File: config.mk
export PLATFORM = sky130hd
export DESIGN_NAME = alpha_accum_flat
export DESIGN_NICKNAME = d
export VERILOG_FILES = /design/src/rtl/alpha_accum_if.sv /design/src/rtl/alpha_accum.sv /design/src/flat_wrapper.sv
export SDC_FILE = /design/constraint.sdc
export NUM_CORES = 1
export LEC_CHECK = 0
export CORE_UTILIZATION = 50
export DETAILED_ROUTE_END_ITERATION = 8
export PLACE_DENSITY = 0.83
export SLEW_MARGIN = 30
export SYNTH_ARGS = -nofsm -noshare
export SYNTH_HDL_FRONTEND = slang
export SYNTH_SLANG_ARGS = --single-unit
File: constraint.sdc
create_clock -name clk -period 3.7 [get_ports clk]
set_input_delay 0.74 -clock clk [delete_from_list [all_inputs] [get_ports clk]]
set_output_delay 0.74 -clock clk [all_outputs]
set_load 0.005 [all_outputs]
File: src/rtl/alpha_accum_if.sv
// Limb stream bundle for alpha_accum: operand input channel, sum output channel and busy flag.
// The `sub` signal exists only when ALPHA_ACC_SUB_EN is defined.
interface alpha_accum_if #(
  parameter int WIDTH = 32
);
  logic [WIDTH-1:0] carry_in;
  logic             in_valid;
  logic             in_ready;
  logic [WIDTH-1:0] in_a;
  logic [WIDTH-1:0] in_b;
  logic             in_last;
  logic             out_valid;
  logic             out_ready;
  logic [WIDTH-1:0] out_data;
  logic             out_last;
  logic             busy;
`ifdef ALPHA_ACC_SUB_EN
  logic             sub;

  modport master (
    output carry_in, in_valid, in_a, in_b, in_last, out_ready, sub,
    input  in_ready, out_valid, out_data, out_last, busy
  );
  modport slave (
    input  carry_in, in_valid, in_a, in_b, in_last, out_ready, sub,
    output in_ready, out_valid, out_data, out_last, busy
  );
`else
  modport master (
    output carry_in, in_valid, in_a, in_b, in_last, out_ready,
    input  in_ready, out_valid, out_data, out_last, busy
  );
  modport slave (
    input  carry_in, in_valid, in_a, in_b, in_last, out_ready,
    output in_ready, out_valid, out_data, out_last, busy
  );
`endif
endinterface

File: src/rtl/alpha_accum.sv
// Streaming multi-limb carry-propagate adder: one sum limb per operand limb, then a final-carry limb.
// Optional ALPHA_ACC_SUB_EN adds a per-frame subtract mode (a - b with borrow-mask final limb).
module alpha_accum #(
  parameter  int WIDTH     = 32,
  parameter  int NUM_WORDS = 8,
  localparam int CNT_W     = (NUM_WORDS > 1) ? $clog2(NUM_WORDS) : 1
) (
  input  logic          clk,
  input  logic          rst,
  alpha_accum_if.slave  bus
);

  localparam logic [1:0]       S_IDLE   = 2'd0;
  localparam logic [1:0]       S_RUN    = 2'd1;
  localparam logic [1:0]       S_FLUSH  = 2'd2;
  localparam logic [CNT_W-1:0] CNT_LAST = CNT_W'(NUM_WORDS - 1);
  localparam logic [CNT_W-1:0] CNT_ONE  = CNT_W'(1);

  logic [1:0]       state_q,    state_d;
  logic [CNT_W-1:0] cnt_q,      cnt_d;
  logic [1:0]       c_q,        c_d;
  logic [WIDTH-1:0] out_data_q, out_data_d;
  logic             out_valid_q, out_valid_d;
  logic             out_last_q,  out_last_d;
  logic             busy_q,      busy_d;

  logic             slot_free_s;
  logic             in_ready_s;
  logic             accept_s;
  logic             first_s;
  logic             eof_s;
  logic [WIDTH-1:0] b_eff_s;
  logic [WIDTH-1:0] cin_s;
  logic [WIDTH-1:0] flush_s;
  logic [WIDTH+1:0] sum_s;

`ifdef ALPHA_ACC_SUB_EN
  logic             sub_q, sub_d;
  logic             sub_eff_s;

  // Operand selection: subtract inverts b and seeds the carry with 1; final limb is a borrow mask.
  always_comb begin
    sub_eff_s = first_s ? bus.sub : sub_q;
    b_eff_s   = sub_eff_s ? ~bus.in_b : bus.in_b;
    if (first_s) begin
      cin_s = bus.sub ? {{(WIDTH-1){1'b0}}, 1'b1} : bus.carry_in;
    end else begin
      cin_s = {{(WIDTH-2){1'b0}}, c_q};
    end
    if (sub_q) begin
      flush_s = c_q[0] ? {WIDTH{1'b0}} : {WIDTH{1'b1}};
    end else begin
      flush_s = {{(WIDTH-2){1'b0}}, c_q};
    end
  end
`else
  // Operand selection for the add-only build.
  always_comb begin
    b_eff_s = bus.in_b;
    cin_s   = first_s ? bus.carry_in : {{(WIDTH-2){1'b0}}, c_q};
    flush_s = {{(WIDTH-2){1'b0}}, c_q};
  end
`endif

  // Handshake decode and the limb adder; the slot frees in the same cycle it drains.
  always_comb begin
    slot_free_s = ~out_valid_q | bus.out_ready;
    in_ready_s  = (state_q != S_FLUSH) & slot_free_s;
    accept_s    = bus.in_valid & in_ready_s;
    first_s     = (state_q == S_IDLE);
    eof_s       = bus.in_last | (cnt_q == CNT_LAST);
    sum_s       = {2'b00, bus.in_a} + {2'b00, b_eff_s} + {2'b00, cin_s};
  end

  // Frame FSM and output register next-state.
  always_comb begin
    state_d     = state_q;
    cnt_d       = cnt_q;
    c_d         = c_q;
    out_data_d  = out_data_q;
    out_valid_d = out_valid_q;
    out_last_d  = out_last_q;
    busy_d      = busy_q;
`ifdef ALPHA_ACC_SUB_EN
    sub_d       = sub_q;
`endif
    case (state_q)
      S_IDLE, S_RUN: begin
        if (accept_s) begin
          out_data_d  = sum_s[WIDTH-1:0];
          out_valid_d = 1'b1;
          out_last_d  = 1'b0;
          c_d         = sum_s[WIDTH+1:WIDTH];
          busy_d      = 1'b1;
`ifdef ALPHA_ACC_SUB_EN
          sub_d       = sub_eff_s;
`endif
          if (eof_s) begin
            state_d = S_FLUSH;
            cnt_d   = {CNT_W{1'b0}};
          end else begin
            state_d = S_RUN;
            cnt_d   = cnt_q + CNT_ONE;
          end
        end else if (out_valid_q & bus.out_ready) begin
          out_valid_d = 1'b0;
        end else begin
          out_valid_d = out_valid_q;
        end
      end
      S_FLUSH: begin
        if (out_last_q) begin
          if (bus.out_ready) begin
            out_valid_d = 1'b0;
            out_last_d  = 1'b0;
            busy_d      = 1'b0;
            c_d         = 2'b00;
            state_d     = S_IDLE;
          end else begin
            out_last_d  = out_last_q;
          end
        end else if (slot_free_s) begin
          out_data_d  = flush_s;
          out_valid_d = 1'b1;
          out_last_d  = 1'b1;
        end else begin
          out_last_d  = out_last_q;
        end
      end
      default: begin
        state_d     = S_IDLE;
        cnt_d       = {CNT_W{1'b0}};
        c_d         = 2'b00;
        out_valid_d = 1'b0;
        out_last_d  = 1'b0;
        busy_d      = 1'b0;
      end
    endcase
  end

  // State registers; reset drops any partial frame.
  always_ff @(posedge clk or posedge rst) begin
    if (rst) begin
      state_q     <= S_IDLE;
      cnt_q       <= {CNT_W{1'b0}};
      c_q         <= 2'b00;
      out_data_q  <= {WIDTH{1'b0}};
      out_valid_q <= 1'b0;
      out_last_q  <= 1'b0;
      busy_q      <= 1'b0;
`ifdef ALPHA_ACC_SUB_EN
      sub_q       <= 1'b0;
`endif
    end else begin
      state_q     <= state_d;
      cnt_q       <= cnt_d;
      c_q         <= c_d;
      out_data_q  <= out_data_d;
      out_valid_q <= out_valid_d;
      out_last_q  <= out_last_d;
      busy_q      <= busy_d;
`ifdef ALPHA_ACC_SUB_EN
      sub_q       <= sub_d;
`endif
    end
  end

  assign bus.in_ready  = in_ready_s;
  assign bus.out_valid = out_valid_q;
  assign bus.out_data  = out_data_q;
  assign bus.out_last  = out_last_q;
  assign bus.busy      = busy_q;

endmodule

File: src/flat_wrapper.sv
// flat-port wrapper written by rule: the top's interface ports become plain ports
module alpha_accum_flat 
#(
  parameter  int WIDTH     = 32,
  parameter  int NUM_WORDS = 8,
  localparam int CNT_W     = (NUM_WORDS > 1) ? $clog2(NUM_WORDS) : 1
)
  (clk, rst, bus_carry_in, bus_in_valid, bus_in_a, bus_in_b, bus_in_last, bus_out_ready, bus_in_ready, bus_out_valid, bus_out_data, bus_out_last, bus_busy);
  alpha_accum_if #(.WIDTH(WIDTH)) bus_i ();
  input  logic clk;
  input  logic rst;
  input wire logic [$bits(bus_i.carry_in)-1:0] bus_carry_in;
  input wire logic [$bits(bus_i.in_valid)-1:0] bus_in_valid;
  input wire logic [$bits(bus_i.in_a)-1:0] bus_in_a;
  input wire logic [$bits(bus_i.in_b)-1:0] bus_in_b;
  input wire logic [$bits(bus_i.in_last)-1:0] bus_in_last;
  input wire logic [$bits(bus_i.out_ready)-1:0] bus_out_ready;
  output wire logic [$bits(bus_i.in_ready)-1:0] bus_in_ready;
  output wire logic [$bits(bus_i.out_valid)-1:0] bus_out_valid;
  output wire logic [$bits(bus_i.out_data)-1:0] bus_out_data;
  output wire logic [$bits(bus_i.out_last)-1:0] bus_out_last;
  output wire logic [$bits(bus_i.busy)-1:0] bus_busy;
  assign bus_i.carry_in = bus_carry_in;
  assign bus_i.in_valid = bus_in_valid;
  assign bus_i.in_a = bus_in_a;
  assign bus_i.in_b = bus_in_b;
  assign bus_i.in_last = bus_in_last;
  assign bus_i.out_ready = bus_out_ready;
  assign bus_in_ready = bus_i.in_ready;
  assign bus_out_valid = bus_i.out_valid;
  assign bus_out_data = bus_i.out_data;
  assign bus_out_last = bus_i.out_last;
  assign bus_busy = bus_i.busy;
  alpha_accum #(.WIDTH(WIDTH), .NUM_WORDS(NUM_WORDS)) u_core (.clk(clk), .rst(rst), .bus(bus_i));
endmodule
==> PnR_summary.wiki, run 1 <==
{| class="wikitable"
! Metric !! Value
|-
| Maximum number of pins on one net before global-route repair || 43
|-
| Most used DFF post-synth || sky130_fd_sc_hd__dfrtp_1
|-
| Die height || approximately 100 µm
|-
| Largest area contributor in the netlist || sky130_fd_sc_hd__dfrtp_1
|-
| Number of buffers inserted during clock tree synthesis || 5
|-
| X dimension of the die || 104 µm
|-
| Root Buffer Master || sky130_fd_sc_hd__clkbuf_8
|-
| Share of the yosys chip area belonging to registers || 20.1%
|-
| Global placement routability congestion || about 0.95
|-
| IO Port Bufs || 136
|-
| Area fraction of the dominant cell type after synthesis || 20.1%
|-
| Worst endpoint type || register data pin
|-
| Number of rows in the core area || 36
|-
| Count of flip-flops with a built-in enable after synthesis || 0
|-
| Outcome || did not finish
|-
| Overflow left after global routing || 1024
|-
| Yosys warning total || 0
|-
| Stop err || [ERROR GRT-0232] Routing congestion too high. Check the congestion heatmap in the GUI.
|-
| Last worst endpoint in the global-route repair_timing || u_core.bus.out_data[31]$_DFFE_PP0P_/D
|-
| Initial core utilization || 52.6%
|-
| Number of hold buffers added after CTS || 0
|-
| Post-DP HPWL || 14.4 mm
|-
| Count of cell types in the netlist || 79
|-
| Stopped at || global routing (5_1_grt)
|-
| Synthesized area divided by synthesized cell count || 8.07 µm²
|-
| FFs w/ async S/R, synth || 100%
|-
| Main area contributors after synthesis || sky130_fd_sc_hd__dfrtp_1, sky130_fd_sc_hd__ha_1, sky130_fd_sc_hd__xnor2_1
|-
| Syn Nets || about 820
|-
| Number of synthesized register bits || 42
|-
| Clk sink count || 42
|-
| I/O pin count || 137
|-
| Count of mapped cells out of synthesis || ~650
|-
| Placed cell count || 1063
|-
| Synthesized cell area || about 5200 µm²
|-
| Overall global routing resource usage || 98.7%
|-
| H-Tree Depth || 2
|-
| Bufs on Longest Clock Path || 2
|}
-- synthesized netlist by cell type (all sizes together) (3+ instances only) --
cell and n:
nor3b 4, xor2 19, a211oi 9, xnor2 33, o31ai 6, o21bai 8
o41ai 3, o211ai 3, nand2 73, o21ai 61, nand3 20, nor3 6
a2111oi 5, and3 7, buf 5, nor2 40, o21a 7, ha 66
a21o 28, a21oi 57, clkbuf 14, nand2b 7, a311oi 7, and2 35
nand4 6, a22oi 4, inv 23, a21boi 7, nor2b 7, a31oi 5
dfrtp 42
-- per-stage QoR --
stage,TNS [ns],utilization [%],instance area (µm²),worst slack (ns)
2_1_floorplan,-1.91,-,5350,-0.380
3_3_place_gp,-18.82,80.5,8020,-1.08
3_5_place_dp,-23.18,80.5,8020,-1.26
4_1_cts,-6.40,89.2,8880,-0.641
-- kinds of logic after synthesis --
logic type,share of synthesized area [%]
compound gates,30.3
xor+xnor,8.70
fa+ha+maj,16.5
buf+inv,3.37
flops,20.1
mux,0.812
simple gates,20.2
-- per-layer routing --
layer,GRT overflow,global-route usage [%]
met3,9,67.6
met1,10,89.8
met2,843,138
met5,0,10.5
met4,162,108
-- what timing repair did --
action                                  CTS
gates resized for setup                 165
pin swaps                                86
endpoints found under the setup margin   24
hold endpoints to repair                  0
buffers inserted                         37
==> inputs of run 2 (changes only) <==
CORE_UTILIZATION = 35   (was 50)
PLACE_DENSITY = unset   (was 0.83)
PLACE_DENSITY_LB_ADDON = 0.15   (was unset)
==> run 2 against run 1 <==
The flow now finishes, with violations (negative setup slack). Synthesized cell count unchanged. Synthesized area unchanged.
==> PnR_summary.wiki, run 2 <==
{| class="wikitable"
! Metric !! Value
|-
| Residual DRC || 0
|-
| Count of flip-flops with a built-in enable after synthesis || 0 (unchanged)
|-
| Synthesized area divided by synthesized cell count || 8.07 µm² (unchanged)
|-
| Launch point of the worst reg-to-reg path || u_core.state_q[1]$_DFFE_PP0P_
|-
| Number of nets in the layout || 1158
|-
| Floorplan core area || 14600 µm²
|-
| Flip-flop count of the largest register after layout || 32
|-
| Placed cell count || 1126 (was 1063)
|-
| Multiplexer share of the synthesized area || 0.812% (unchanged)
|-
| Total of max-cap violations || 0
|-
| Setup repair after global routing missed its margin || true
|-
| P_leak || 0.00447 µW
|-
| Main combinational cell family by area after synthesis || compound AO/OA/AOI/OAI gates (unchanged)
|-
| Comb pwr share || 79.0%
|-
| Reg-to-reg critical path endpoint || u_core.bus.out_data[29]$_DFFE_PP0P_
|-
| X dimension of the die || 124 µm (was 104 µm)
|-
| Fraction of final layout cells with drive strength greater than 1 || approximately 40%
|-
| Initial core utilization || 35.9% (was 52.6%)
|-
| Number of stages on the worst hold path || 2
|-
| Area fraction of the dominant cell type after synthesis || 20.1% (unchanged)
|-
| Number of antenna violations at the first check in global routing || 0
|-
| Internal cell power || 3420 µW
|-
| Area delta synth->final || 83.6%
|-
| Outcome || finished with violations (was did not finish)
|-
| Synthesized cell area || 5240 µm² (unchanged)
|-
| Max IR drop VDD || 0.239 mV
|-
| Slew of the pin with the lowest slew margin || between 0.7 and 0.8 ns
|-
| Skew-Pair Late Insertion Delay || 0.29 ns
|-
| Class of the most critical setup path || primary input to flop
|-
| Most used DFF post-synth || sky130_fd_sc_hd__dfrtp_1 (unchanged)
|-
| Worst min-delay path endpoint || u_core.bus.busy$_DFFE_PP0P_
|-
| Pwr/cell area || 625 nW/µm²
|-
| Die height || 124 µm (was 104 µm)
|-
| Count of mapped cells out of synthesis || 649 (unchanged)
|-
| Global placement routability congestion || 0.836 (was 0.953)
|-
| FFs w/ async S/R, synth || 100% (unchanged)
|-
| Shortest clock period the worst path allows after layout || 4.22 ns
|-
| Arrival time at the worst endpoint || 4.37 ns
|-
| Clk pin slew, worst setup/hold paths || 0.06 ns
|-
| Vias in the first global route || 6207
|-
| Syn Nets || 818 (unchanged)
|-
| Count of non-filler cells in the finished layout || 1174
|-
| Maximum number of pins on one net before global-route repair || 23
|-
| CP most frequent cell || sky130_fd_sc_hd__a21oi_2
|-
| Required time of the worst setup path || 3.85 ns
|-
| Count of cell types in the netlist || 79 (unchanged)
|-
| Most common cell after layout, fill and taps aside || sky130_fd_sc_hd__buf_4
|-
| Count leader, synth || sky130_fd_sc_hd__nand2_1 (unchanged)
|-
| Sequential group share of total power || 13.6%
|-
| Stage delay of the slowest cell on the critical path || 0.40 ns
|-
| Iteration-0 DRC Markers || slightly below 200
|-
| Critical-path cell with the highest stage delay || sky130_fd_sc_hd__a221o_1
|-
| Antenna diodes || 0
|-
| Total length of routed wires || 18.1 mm
|-
| Number of rows in the core area || 44 (was 36)
|-
| Worst max-slew margin expressed relative to the limit || 47.6%
|-
| Final clock period utilization by the worst path || 114%
|-
| H-Tree Depth || 2 (unchanged)
|-
| Fin worst setup slack || -0.516 ns
|-
| Number of buffers inserted during clock tree synthesis || 5 (unchanged)
|-
| Number of synthesized register bits || 42 (unchanged)
|-
| Final Total Pwr || 6010 µW
|-
| Overall global routing resource usage || 22.4%
|-
| Compound-cell area share of the yosys netlist || 30.3% (unchanged)
|-
| Yosys warning total || 0 (unchanged)
|-
| Total die area || 15500 µm²
|-
| Worst clock skew on the final layout || about 0.0054 ns
|-
| CTS tree || built
|-
| Routed via count divided by cell count || 5.21
|-
| Detail-routed net length per standard cell || 15.4 µm
|-
| Setup slack, reg-to-reg || -0.01 ns
|-
| Bufs on Longest Clock Path || 2 (unchanged)
|-
| Worst path top cell family by delay || compound AO/OA/AOI/OAI gates
|-
| Worst-path cell chain || dlygate4sd2_1 > ha_4 > and3_4 > o211ai_1 > a21oi_4 > buf_6 > o21ai_2 > nand2b_1 > a21oi_2 > xnor2_1 > ha_1 > a21o_1 > o21bai_4 > or2_1 > a311oi_2 > o31ai_4 > a221o_1 > a21oi_2 > a211oi_1
|-
| Class of the most critical hold timing path || flop to flop
|-
| Violations in the final reports || negative setup slack
|-
| I/O pin count || 137 (unchanged)
|-
| CP bufs+invs || 2
|-
| Post-route worst hold slack || a little under 0.5 ns
|-
| Fmax || 0.237 GHz
|-
| Synthesized-area fraction occupied by adder cells || 16.5% (unchanged)
|-
| Clk sink count || 42 (unchanged)
|-
| Nature of the critical path startpoint || primary input
|-
| HP Start || u_core.bus.busy$_DFFE_PP0P_
|-
| Largest area contributor in the netlist || sky130_fd_sc_hd__dfrtp_1 (unchanged)
|-
| Total count of max-transition violations in the final report || 0
|-
| Critical path fanouts, max || 5
|-
| Via count || 6115
|-
| Worst Reg2Reg Path Length in Cells || 12
|-
| Commonest non-fill, non-tap cells in the layout || sky130_fd_sc_hd__buf_4, sky130_fd_sc_hd__clkdlybuf4s50_1, sky130_fd_sc_hd__nand2_1, sky130_fd_sc_hd__ha_1, sky130_fd_sc_hd__dfrtp_1
|-
| Capturing element type of the critical path || flop
|-
| Sw Share || 43.1%
|-
| Post-DP HPWL || 13.3 mm (was 14.4 mm)
|-
| Total count of hold-check failures in the final report || 0
|-
| Total net switching power || approximately 2600 µW
|-
| Main area contributors after synthesis || sky130_fd_sc_hd__dfrtp_1, sky130_fd_sc_hd__ha_1, sky130_fd_sc_hd__xnor2_1 (unchanged)
|-
| Drt pass-1 iters || 5
|-
| IO Port Bufs || 136 (unchanged)
|-
| Simple-gate share of the synthesized area || 20.2% (unchanged)
|-
| Overflow left after global routing || 0
|-
| Share of the yosys chip area belonging to registers || 20.1% (unchanged)
|-
| XOR/XNOR share of the synthesized area || 8.70% (unchanged)
|-
| Total of endpoints with negative setup slack in the final report || 19
|-
| First-pass GRT wire length || 29.2 mm
|-
| Clock power share || 7.4%
|-
| Detail Route Antenna Nets || 0
|-
| Most numerous cell types in the synthesized netlist || sky130_fd_sc_hd__nand2_1, sky130_fd_sc_hd__ha_1, sky130_fd_sc_hd__a21oi_1 (unchanged)
|-
| Root Buffer Master || sky130_fd_sc_hd__clkbuf_16 (was sky130_fd_sc_hd__clkbuf_8)
|}
==> run 2: cells by family after synthesis <==
group                    Yosys count
multiplexers                       4
flip-flops                        42
AO/OA/AOI/OAI                    226
buffers and inverters             42
AND/OR/NAND/NOR                  215
adder cells (fa/ha/maj)           68
XOR/XNOR                          52
==> run 2: power by group through the flow <==
stage | Combinational, µW | Sequential [µW] | Clock [µW]
after CTS | 4330 | 820 | 455
after floorplan | 2180 | 801 | 0
after detailed placement | 3900 | 827 | 0
after global routing | 5170 | 847 | 467
final | 4750 | 817 | 443
after global placement | 3850 | 816 | 0
==> run 2: repair_timing <==
| action | 4_1_cts | 5_1_grt |
|---|---|---|
| pin swaps | 90 | 93 |
| endpoints found under the hold margin | 0 | 0 |
| hold buffers | 0 | 0 |
| setup buffers | 34 | 13 |
| endpoints found under the setup margin | 23 | 22 |
| resized for setup | 178 | 89 |
| gates cloned | 0 | 0 |
==> run 2: tightest hold or removal path: cells and delay by family, from the launching register on <==
kind	cells	cell delay, ns
flip-flops	1	0.34
AND/OR/NAND/NOR	2	0.10
==> run 2: worst max path at each step <==
stage | endpoint | slack (ns) | depth (start not counted) | startpoint
floorplan | u_core.c_q[1]$_DFFE_PP0P_ | -0.38 | 19 | bus_in_b[0]
global placement | u_core.c_q[1]$_DFFE_PP0P_ | -1.18 | 20 | bus_in_b[6]
detailed placement | u_core.c_q[1]$_DFFE_PP0P_ | -1.23 | 20 | bus_in_b[6]
CTS | u_core.bus.out_data[31]$_DFFE_PP0P_ | -0.61 | 20 | bus_in_a[0]
global route | u_core.c_q[0]$_DFFE_PP0P_ | -0.66 | 19 | bus_in_b[10]
finish | u_core.c_q[1]$_DFFE_PP0P_ | -0.52 | 19 | bus_in_a[8]
==> run 2: per-stage QoR <==
stage          cell area, µm²  util, %  TNS (ns)  setup slack, ns
4_1_cts                  9160     62.8     -5.89           -0.614
5_1_grt                  9620     65.9     -8.82           -0.656
3_3_place_gp             8180     56.1    -19.93            -1.18
2_1_floorplan            5350        -     -1.91           -0.380
3_5_place_dp             8180     56.1    -21.45            -1.23
6_report                 9620     65.9     -5.49           -0.516
==> run 2: cell type report <==
type	instances	area, µm²
Timing Repair Buffer	352	3070
Multi-Input combinational cell	565	5030
Clock inverter	3	25.0
Fill cell	1146	4970
Inverter	23	86.3
Tap cell	184	230
Clock buffer	5	125
Sequential cell	42	1050
==> run 2: metal layers <==
metal | GRT usage [%] | routed length, µm | share of wire (%) | vias up
met3 | 1.50 | 506 | 2.8 | 13
met2 | 39.3 | 9270 | 51 | 127
met1 | 30.2 | 8210 | 45 | 2934
met4 | 3.83 | 145 | 0.80 | 0
met5 | 0 | 0 | 0 | -
li1 | - | - | - | 3041
No activity file was read; power rests on OpenSTA's default activity.
